## config.mk

```make
export PLATFORM = sky130hd
export DESIGN_NAME = traffic_controller_gen_flat
export DESIGN_NICKNAME = d
export VERILOG_FILES = /design/src/rtl/traffic_controller_gen_if.sv /design/src/rtl/traffic_controller_gen.sv /design/src/flat_wrapper.sv
export SDC_FILE = /design/constraint.sdc
export NUM_CORES = 1
export LEC_CHECK = 0
export ABC_AREA = 1
export CAP_MARGIN = 20
export CORE_UTILIZATION = 52
export DETAILED_ROUTE_END_ITERATION = 12
export PLACE_DENSITY = 0.83
export SYNTH_ARGS = -nofsm -noshare
export SYNTH_HDL_FRONTEND = slang
export SYNTH_SLANG_ARGS = --single-unit
```

## constraint.sdc

```tcl
create_clock -name clk -period 1.8 [get_ports clk]
set_clock_uncertainty 0.05 [all_clocks]
set_input_delay 0.36 -clock clk [delete_from_list [all_inputs] [get_ports clk]]
set_output_delay 0.36 -clock clk [all_outputs]
set_load 0.1 [all_outputs]
```

## src/rtl/traffic_controller_gen_if.sv

```systemverilog
// Sensor inputs and lamp/status outputs of the two-road traffic controller.
interface traffic_controller_gen_if;
  logic       sb;
  logic       ped_req;
  logic       emg;
  logic [1:0] a;
  logic [1:0] b;
  logic       walk;
  logic [2:0] state;
  logic       preempt_active;

  modport master (
    output sb, ped_req, emg,
    input  a, b, walk, state, preempt_active
  );

  modport slave (
    input  sb, ped_req, emg,
    output a, b, walk, state, preempt_active
  );
endinterface

```

## src/rtl/traffic_controller_gen.sv

```systemverilog
// Two-road traffic controller: main-road rest in green, actuated side phase with
// min/max/gap-out timing, pedestrian walk, all-red clearance and emergency preemption.
module traffic_controller_gen #(
  parameter int unsigned CW         = 10,
  parameter int unsigned T_MAIN_MIN = 4,
  parameter int unsigned T_YEL      = 2,
  parameter int unsigned T_RED      = 1,
  parameter int unsigned T_SIDE_MIN = 3,
  parameter int unsigned T_SIDE_MAX = 8,
  parameter int unsigned T_EXT      = 2
) (
  input  logic                    clk,
  input  logic                    rst,
  traffic_controller_gen_if.slave bus
);

  localparam longint unsigned LIM = 64'd1 << CW;
  localparam bit PARAM_OK =
      (T_MAIN_MIN >= 1) && (T_YEL >= 1) && (T_RED >= 1) &&
      (T_SIDE_MIN >= 1) && (T_SIDE_MAX >= 1) && (T_EXT >= 1) &&
      (T_SIDE_MIN <= T_SIDE_MAX) &&
      (64'(T_MAIN_MIN) < LIM) && (64'(T_YEL) < LIM) && (64'(T_RED) < LIM) &&
      (64'(T_SIDE_MIN) < LIM) && (64'(T_SIDE_MAX) < LIM) && (64'(T_EXT) < LIM);

  if (!PARAM_OK) begin : g_bad_param
    $error("traffic_controller_gen: illegal timing parameters");
  end

  localparam logic [CW-1:0] SAT      = '1;
  localparam logic [CW-1:0] MAIN_LST = CW'(T_MAIN_MIN - 1);
  localparam logic [CW-1:0] YEL_LST  = CW'(T_YEL - 1);
  localparam logic [CW-1:0] RED_LST  = CW'(T_RED - 1);
  localparam logic [CW-1:0] SMIN_LST = CW'(T_SIDE_MIN - 1);
  localparam logic [CW-1:0] SMAX_LST = CW'(T_SIDE_MAX - 1);
  localparam logic [CW-1:0] EXT      = CW'(T_EXT);

  typedef enum logic [2:0] {
    MAIN_GREEN = 3'd0,
    MAIN_YEL   = 3'd1,
    RED_1      = 3'd2,
    SIDE_GREEN = 3'd3,
    SIDE_YEL   = 3'd4,
    RED_2      = 3'd5
  } state_t;

  state_t        state_q, state_nxt;
  logic [CW-1:0] dwell, gap;
  logic          ped_lat;
  logic          call_c, side_entry_c;
  logic [1:0]    a_q, b_q, a_nxt, b_nxt;
  logic          walk_q, walk_nxt, pre_q;

  // Next state and lamp decode of the next state.
  always_comb begin
    state_nxt = state_q;
    a_nxt     = 2'd0;
    b_nxt     = 2'd0;
    walk_nxt  = 1'b0;
    call_c    = bus.sb | ped_lat;
    case (state_q)
      MAIN_GREEN: if (dwell >= MAIN_LST && call_c && !bus.emg) state_nxt = MAIN_YEL;
      MAIN_YEL:   if (dwell == YEL_LST) state_nxt = RED_1;
      RED_1:      if (dwell == RED_LST) state_nxt = bus.emg ? MAIN_GREEN : SIDE_GREEN;
      SIDE_GREEN: if (bus.emg || (dwell >= SMIN_LST && gap >= EXT) || dwell == SMAX_LST)
                    state_nxt = SIDE_YEL;
      SIDE_YEL:   if (dwell == YEL_LST) state_nxt = RED_2;
      RED_2:      if (dwell == RED_LST) state_nxt = MAIN_GREEN;
      default:    state_nxt = MAIN_GREEN;
    endcase
    side_entry_c = (state_nxt == SIDE_GREEN) && (state_q != SIDE_GREEN);
    case (state_nxt)
      MAIN_GREEN: a_nxt = 2'd2;
      MAIN_YEL:   a_nxt = 2'd1;
      SIDE_GREEN: begin
        b_nxt    = 2'd2;
        walk_nxt = 1'b1;
      end
      SIDE_YEL:   b_nxt = 2'd1;
      default:    a_nxt = 2'd0;
    endcase
  end

  // State, timers, pedestrian latch and registered outputs.
  always_ff @(posedge clk or negedge rst) begin
    if (!rst) begin
      state_q <= MAIN_GREEN;
      dwell   <= '0;
      gap     <= '0;
      ped_lat <= 1'b0;
      a_q     <= 2'd2;
      b_q     <= 2'd0;
      walk_q  <= 1'b0;
      pre_q   <= 1'b0;
    end else begin
      state_q <= state_nxt;
      if (state_nxt != state_q) dwell <= '0;
      else if (dwell != SAT)    dwell <= dwell + CW'(1);
      if (side_entry_c || bus.sb)                    gap <= '0;
      else if (state_q == SIDE_GREEN && gap != SAT)  gap <= gap + CW'(1);
      // Serving the side phase consumes the request, even one arriving this cycle.
      if (side_entry_c)                              ped_lat <= 1'b0;
      else if (bus.ped_req && state_q != SIDE_GREEN) ped_lat <= 1'b1;
      a_q    <= a_nxt;
      b_q    <= b_nxt;
      walk_q <= walk_nxt;
      pre_q  <= bus.emg && (state_nxt == MAIN_GREEN);
    end
  end

  assign bus.a              = a_q;
  assign bus.b              = b_q;
  assign bus.walk           = walk_q;
  assign bus.state          = state_q;
  assign bus.preempt_active = pre_q;

endmodule

```

## src/flat_wrapper.sv

```systemverilog
// flat-port wrapper written by rule: the top's interface ports become plain ports
module traffic_controller_gen_flat 
#(
  parameter int unsigned CW         = 10,
  parameter int unsigned T_MAIN_MIN = 4,
  parameter int unsigned T_YEL      = 2,
  parameter int unsigned T_RED      = 1,
  parameter int unsigned T_SIDE_MIN = 3,
  parameter int unsigned T_SIDE_MAX = 8,
  parameter int unsigned T_EXT      = 2
)
  (clk, rst, bus_sb, bus_ped_req, bus_emg, bus_a, bus_b, bus_walk, bus_state, bus_preempt_active);
  traffic_controller_gen_if bus_i ();
  input  logic clk;
  input  logic rst;
  input wire logic [$bits(bus_i.sb)-1:0] bus_sb;
  input wire logic [$bits(bus_i.ped_req)-1:0] bus_ped_req;
  input wire logic [$bits(bus_i.emg)-1:0] bus_emg;
  output wire logic [$bits(bus_i.a)-1:0] bus_a;
  output wire logic [$bits(bus_i.b)-1:0] bus_b;
  output wire logic [$bits(bus_i.walk)-1:0] bus_walk;
  output wire logic [$bits(bus_i.state)-1:0] bus_state;
  output wire logic [$bits(bus_i.preempt_active)-1:0] bus_preempt_active;
  assign bus_i.sb = bus_sb;
  assign bus_i.ped_req = bus_ped_req;
  assign bus_i.emg = bus_emg;
  assign bus_a = bus_i.a;
  assign bus_b = bus_i.b;
  assign bus_walk = bus_i.walk;
  assign bus_state = bus_i.state;
  assign bus_preempt_active = bus_i.preempt_active;
  traffic_controller_gen #(.CW(CW), .T_MAIN_MIN(T_MAIN_MIN), .T_YEL(T_YEL), .T_RED(T_RED), .T_SIDE_MIN(T_SIDE_MIN), .T_SIDE_MAX(T_SIDE_MAX), .T_EXT(T_EXT)) u_core (.clk(clk), .rst(rst), .bus(bus_i));
endmodule
```

Word level (Yosys, flattened, before mapping):

Index checks and enable logic that the tools add are counted.

* add/sub/neg operators: 2
* multiply operators: 0
* div/mod/pow operators: 0
* $lt $le $gt $ge: 3
* eq/ne operators: 14
* shift operators: 0
* muxes and demuxes: 17
* bitwise operators: 1
* reductions and logical operators: 17

Operators with widths (count)
* $mux 10: 4
* $ge 10x2->1 const B: 3
* $add 10x1->10 const B: 2
* $ne 10x10->1 const B: 2
* $mux 3: 6
* $pmux 3 s6: 1
* $eq 10x1->1 const B: 1
* $eq 10x3->1 const B: 1
* $logic_not 10->1: 1
* $eq 3x2->1 const B: 3
* $eq 3x3->1 const B: 3
* $pmux 2 s2: 2
* $logic_and 1x1->1: 7
* $eq 3x1->1 const B: 2
* $logic_not 3->1: 2
* $reduce_bool 2->1: 3
* $logic_or 1x1->1: 3
* $mux 1: 3
* $ne 3x2->1 const B: 1
* $ne 3x3->1: 1
* $mux 2: 1
* $logic_not 1->1: 1
* $or 1x1->1: 1

* register bits: 30
* bits in latches: 0
* bits in writable memories: 0
* memory bits (read-only): 0
* bits of input ports: 5
* output and inout bits: 9
* word-level logic and storage cells: 62
* memories: 0

Depth between registers and ports, before layout:

* word-level depth: 10
* depth in mapped cells: 13
* mapped depth without buffers: 13

Least setup slack after synthesis:

OpenSTA, ideal clock, no wires.

* path type: flip-flop to flip-flop
* start: register u_core.state_q[0] (netlist: u_core.bus.state[0])
* end: register u_core.dwell[0]
* setup time: 0.071 ns
* arrival time: 2.120 ns
* required time: 1.679 ns
* slack: -0.441 ns
* cell stages (with the launch flop): 9
* buffers on the path: 0
* clock period less this slack: 2.241 ns
* cell sequence: dfrtp_1 > inv_1 > nor3_4 > nand3_4 > nand3_4 > nand2_2 > nand2_2 > nand2_4 > nor2_2

* longest elaborated chain between the ends: 4
* elaborated cells on any way between the ends: 16
* classes of those cells: eq/ne (6); mux (8); reduce/logical (2)

Ends and longest elaborated chain
* from (decl): line traffic_controller_gen.sv:46 `state_t state_q, state_nxt;`
* from (signal assigned): line traffic_controller_gen.sv:95 `state_q <= state_nxt;`
* $eq 3x3->1 (tied with other cells): line traffic_controller_gen.sv:60 `case (state_q)`
* $pmux 3 s6 *: line traffic_controller_gen.sv:60
* named net u_core.state_nxt[0]: line traffic_controller_gen.sv:46
* $ne 3x3->1 *: line traffic_controller_gen.sv:96 `if (state_nxt != state_q) dwell <= '0;`
* $mux 10 / $reduce_bool 2->1 (equally long branches)
* to (signal assigned): line traffic_controller_gen.sv:97 `else if (dwell != SAT) dwell <= dwell + CW'(1);`
* to (decl): line traffic_controller_gen.sv:47 `logic [CW-1:0] dwell, gap;`

Mark *: on every way through the listed nets, which the timed path passes. The rest lies on a longest branch.
A chain may end at the register's enable or synchronous reset.

Worst setup path after layout:

* start: register u_core.dwell[0]
* end: register u_core.dwell[5]

* longest elaborated chain between the ends: 8
* elaborated cells on any way between the ends: 23
* classes of those cells: add/sub (1); order compare (2); eq/ne (4); mux (9); reduce/logical (7)

Ends and longest elaborated chain
* $ge 10x2->1: line traffic_controller_gen.sv:64 `SIDE_GREEN: if (bus.emg || (dwell >= SMIN_LST && gap >= EXT) || dwell == SMAX_LST)`
* $logic_and 1x1->1: line traffic_controller_gen.sv:64
* $logic_or 1x1->1 (2 in series): line traffic_controller_gen.sv:64
* $mux 3: line traffic_controller_gen.sv:64
* $pmux 3 s6: line traffic_controller_gen.sv:60
* $ne 3x3->1: line traffic_controller_gen.sv:96
* $mux 10 / $reduce_bool 2->1 (equally long branches)

Several ways; a longest one is shown, not always the timed one. The select of a mux whose other input is x is not followed.

==> run_results.csv <==
group,metric,value,unit
floorplanning,start_util,55.1,%
detailed_routing,vias_per_cell,5.50,
setup_path,critPathKind,"flip-flop to flip-flop",
floorplanning,ios,14,
sta,setup_tns,-2.39,ns
final_layout,fin_area,2660,um^2
global_routing,grt_max_degree,31,
synth,synth_area,1850,um^2
final_layout,instances_no_fill,325,
clocking,cts_buffer_depth,2,
clocking,cts_tree,"built",
floorplanning,rows,21,
sta,finalCritPeriodShare,110,%
final_layout,layout-drive-gt1-share,44.8,%
setup_path,cp-end-kind,"flip-flop",
detailed_routing,dr.pass1.iters,5,
setup_path,reg2reg_depth,10,
synth,syn_avg_cell_area,8.23,um^2
clocking,numCtsBuffers,5,
detailed_routing,vias,1787,
sta,tightest_slew,0.427,ns
clocking,cts-root-buf,"clkbuf_4",
detailed_routing,wl,5390,um
sta,clock.fmax,504,MHz
setup_path,critical_path_required,2.03,ns
placed_design,place_area,2280,um^2
sta,rsz0062_at_grt,"yes",
floorplanning,die-area,3800,um^2
sta,finalWorstSetupSlack,-0.184,ns
synth,syn_nets,236,
setup_path,cp.arrival,2.21,ns
floorplanning,die_w,61.7,um
floorplanning,dieHeight,61.7,um
final_layout,final_util,79.0,%
final_layout,layout.nets,289,
clocking,clock_sinks,30,
power_and_ir_drop,vdd_drop_max,1.58,mV
run_status,violations,"setup timing",
synth,ys_ff_latch,30,
floorplanning,core,3360,um^2
detailed_routing,drt_iter0_drc,213,
placed_design,port_buffers,13,
job,cap_viol_max_count,0,
global_routing,track_usage,25.6,%
final_layout,fillers,197,
global_routing,grt_pass1_vias,1580,
final_layout,area_growth,43.5,%
power_and_ir_drop,power.total,4.08,mW
final_layout,antennaDiodeCount,0,
detailed_routing,ant_nets,0,
sta,slew_headroom,71.3,%
detailed_routing,drc,0,
placed_design,dp_cells,300,
run_status,status,"finished, violations left",
placed_design,dp_hpwl,3000,um
sta,finalMaxSlewViolations,0,
clocking,clk_pin_slew,0.10,ns
power_and_ir_drop,cellLeakagePower,1.25,nW
min_path,hold_class,"input pin to async pin",
synth,synth_warnings,0,
global_routing,grt_pass1_wl,6960,um
sta,hold_violations,0,
setup_path,critPathLaunchType,"flip-flop",
synth,synth_seq_area_share,40.6,%
placed_design,place_congestion,0.966,
synth,syn_inst,225,
power_and_ir_drop,power_density,1530,nW/um^2
sta,holdWs,0.324,ns
global_routing,antenna_found_initial,0,
detailed_routing,wl_per_cell,16.6,um
placed_design,post-place-ws,-0.162,ns
clocking,clock_insertion_delay_worst_skew,0.34,ns
clocking,cts_max_level,2,
synth,ys_types,29,
sta,setup_viol,20,
global_routing,overflow,0,
setup_path,crit_fanout,5,
sta,fin_crit,1.98,ns
[timing repair]
item / 4_1_cts / 5_1_grt
hold buffers: 0 / 0
pin swaps: 10 / 18
cloned: 1 / 0
setup buffers: 7 / 9
gates resized for setup: 12 / 39
setup endpoints to repair: 18 / 26
[cell families after synthesis]
group,synth area share (%)
fa+ha+maj,4.05
xor+xnor,4.73
simple gates,39.1
buf+inv,6.49
flops,40.6
compound gates,5.00
[worst paths after layout]
kind,startpoint,slack [ns],end
worst max register to register,u_core.dwell[0],-0.18,u_core.dwell[5]
min in group clk,u_core.ped_lat,0.47,u_core.ped_lat
max in group asynchronous,rst,1.14,u_core.bus.a[1]
worst max-delay path,u_core.dwell[0],-0.18,u_core.dwell[5]
worst min-delay path,rst,0.32,u_core.gap[9]
worst min register to register,u_core.ped_lat,0.47,u_core.ped_lat
[where the power goes]
part | switching (mW) | leakage, nW | internal (mW)
sequential | 0.184 | 0.392 | 0.821
combinational | 1.65 | 0.822 | 0.991
clock | 0.247 | 0.0353 | 0.189
total | 2.08 | 1.25 | 2.00
[cells in the mapped netlist]
master    number  area (um^2)
a21oi_1        1         5.00
and3_1         3         18.8
dfrtp_1       29          726
dfstp_2        1         26.3
ha_1           6         75.1
inv_1         28          105
inv_2          4         15.0
nand2_1       37          139
nand2_2       11         68.8
nand2_4        2         22.5
nand3_1        9         45.0
nand3_4        2         35.0
nand3b_1       3         22.5
nand4_1        5         31.3
nand4_2        1         12.5
nor2_1        26         97.6
nor2_2        15         93.8
nor2_4         3         33.8
nor2_8         1         20.0
nor3_1         9         45.0
nor3_4         2         32.5
o211ai_1       1         7.51
o21ai_0        9         45.0
o21ai_1        4         20.0
o21bai_1       1         7.51
o31ai_1        1         7.51
or2_0          1         6.26
xnor2_1        1         8.76
xor2_1         9         78.8
[sequential cells by signal, summed over array words and instances, names as in the netlist]
name                       flops
u_core.bus.preempt_active      1
u_core.ped_lat                 1
u_core.bus.walk                1
u_core.gap                    10
u_core.bus.state               3
u_core.bus.b                   2
u_core.dwell                  10
u_core.bus.a                   2
[critical path, stage by stage (launching register included)]
cell and delay [ns]:
dfrtp_1 0.40, buf_4 0.13, ha_1 0.18, nand3_2 0.11, o21ai_2 0.19, nand2_1 0.14
nor2_4 0.19, nand4_1 0.18, nand2_4 0.18, nand2_8 0.09, nor2_4 0.08
[final cells by class]
type	instances	area, um^2	area share, %
Tap cell	46	57.6	2.17
Sequential cell	30	766	28.8
Inverter	32	123	4.61
Multi-Input combinational cell	164	1160	43.7
Clock buffer	7	55.1	2.07
Timing Repair Buffer	45	489	18.4
Clock inverter	1	5.00	0.188
[layer usage]
metal | share of wire [%] | GRT usage (%)
met2 | 53 | 44.4
met1 | 37 | 30.4
met5 | 0 | 0
met3 | 6.6 | 6.72
met4 | 3.5 | 9.21
[cell usage in the layout, fill, tap and decap left out, types with 6 or more instances in the layout]
cell,instances
o21ai_0,6
nand3_1,8
nand2_2,13
nor2_4,10
buf_4,29
inv_2,6
nor2_2,14
buf_12,11
xor2_1,8
dfrtp_1,22
inv_1,25
nand2_1,31
nor2_1,20
(Power assumes the default switching activity.)
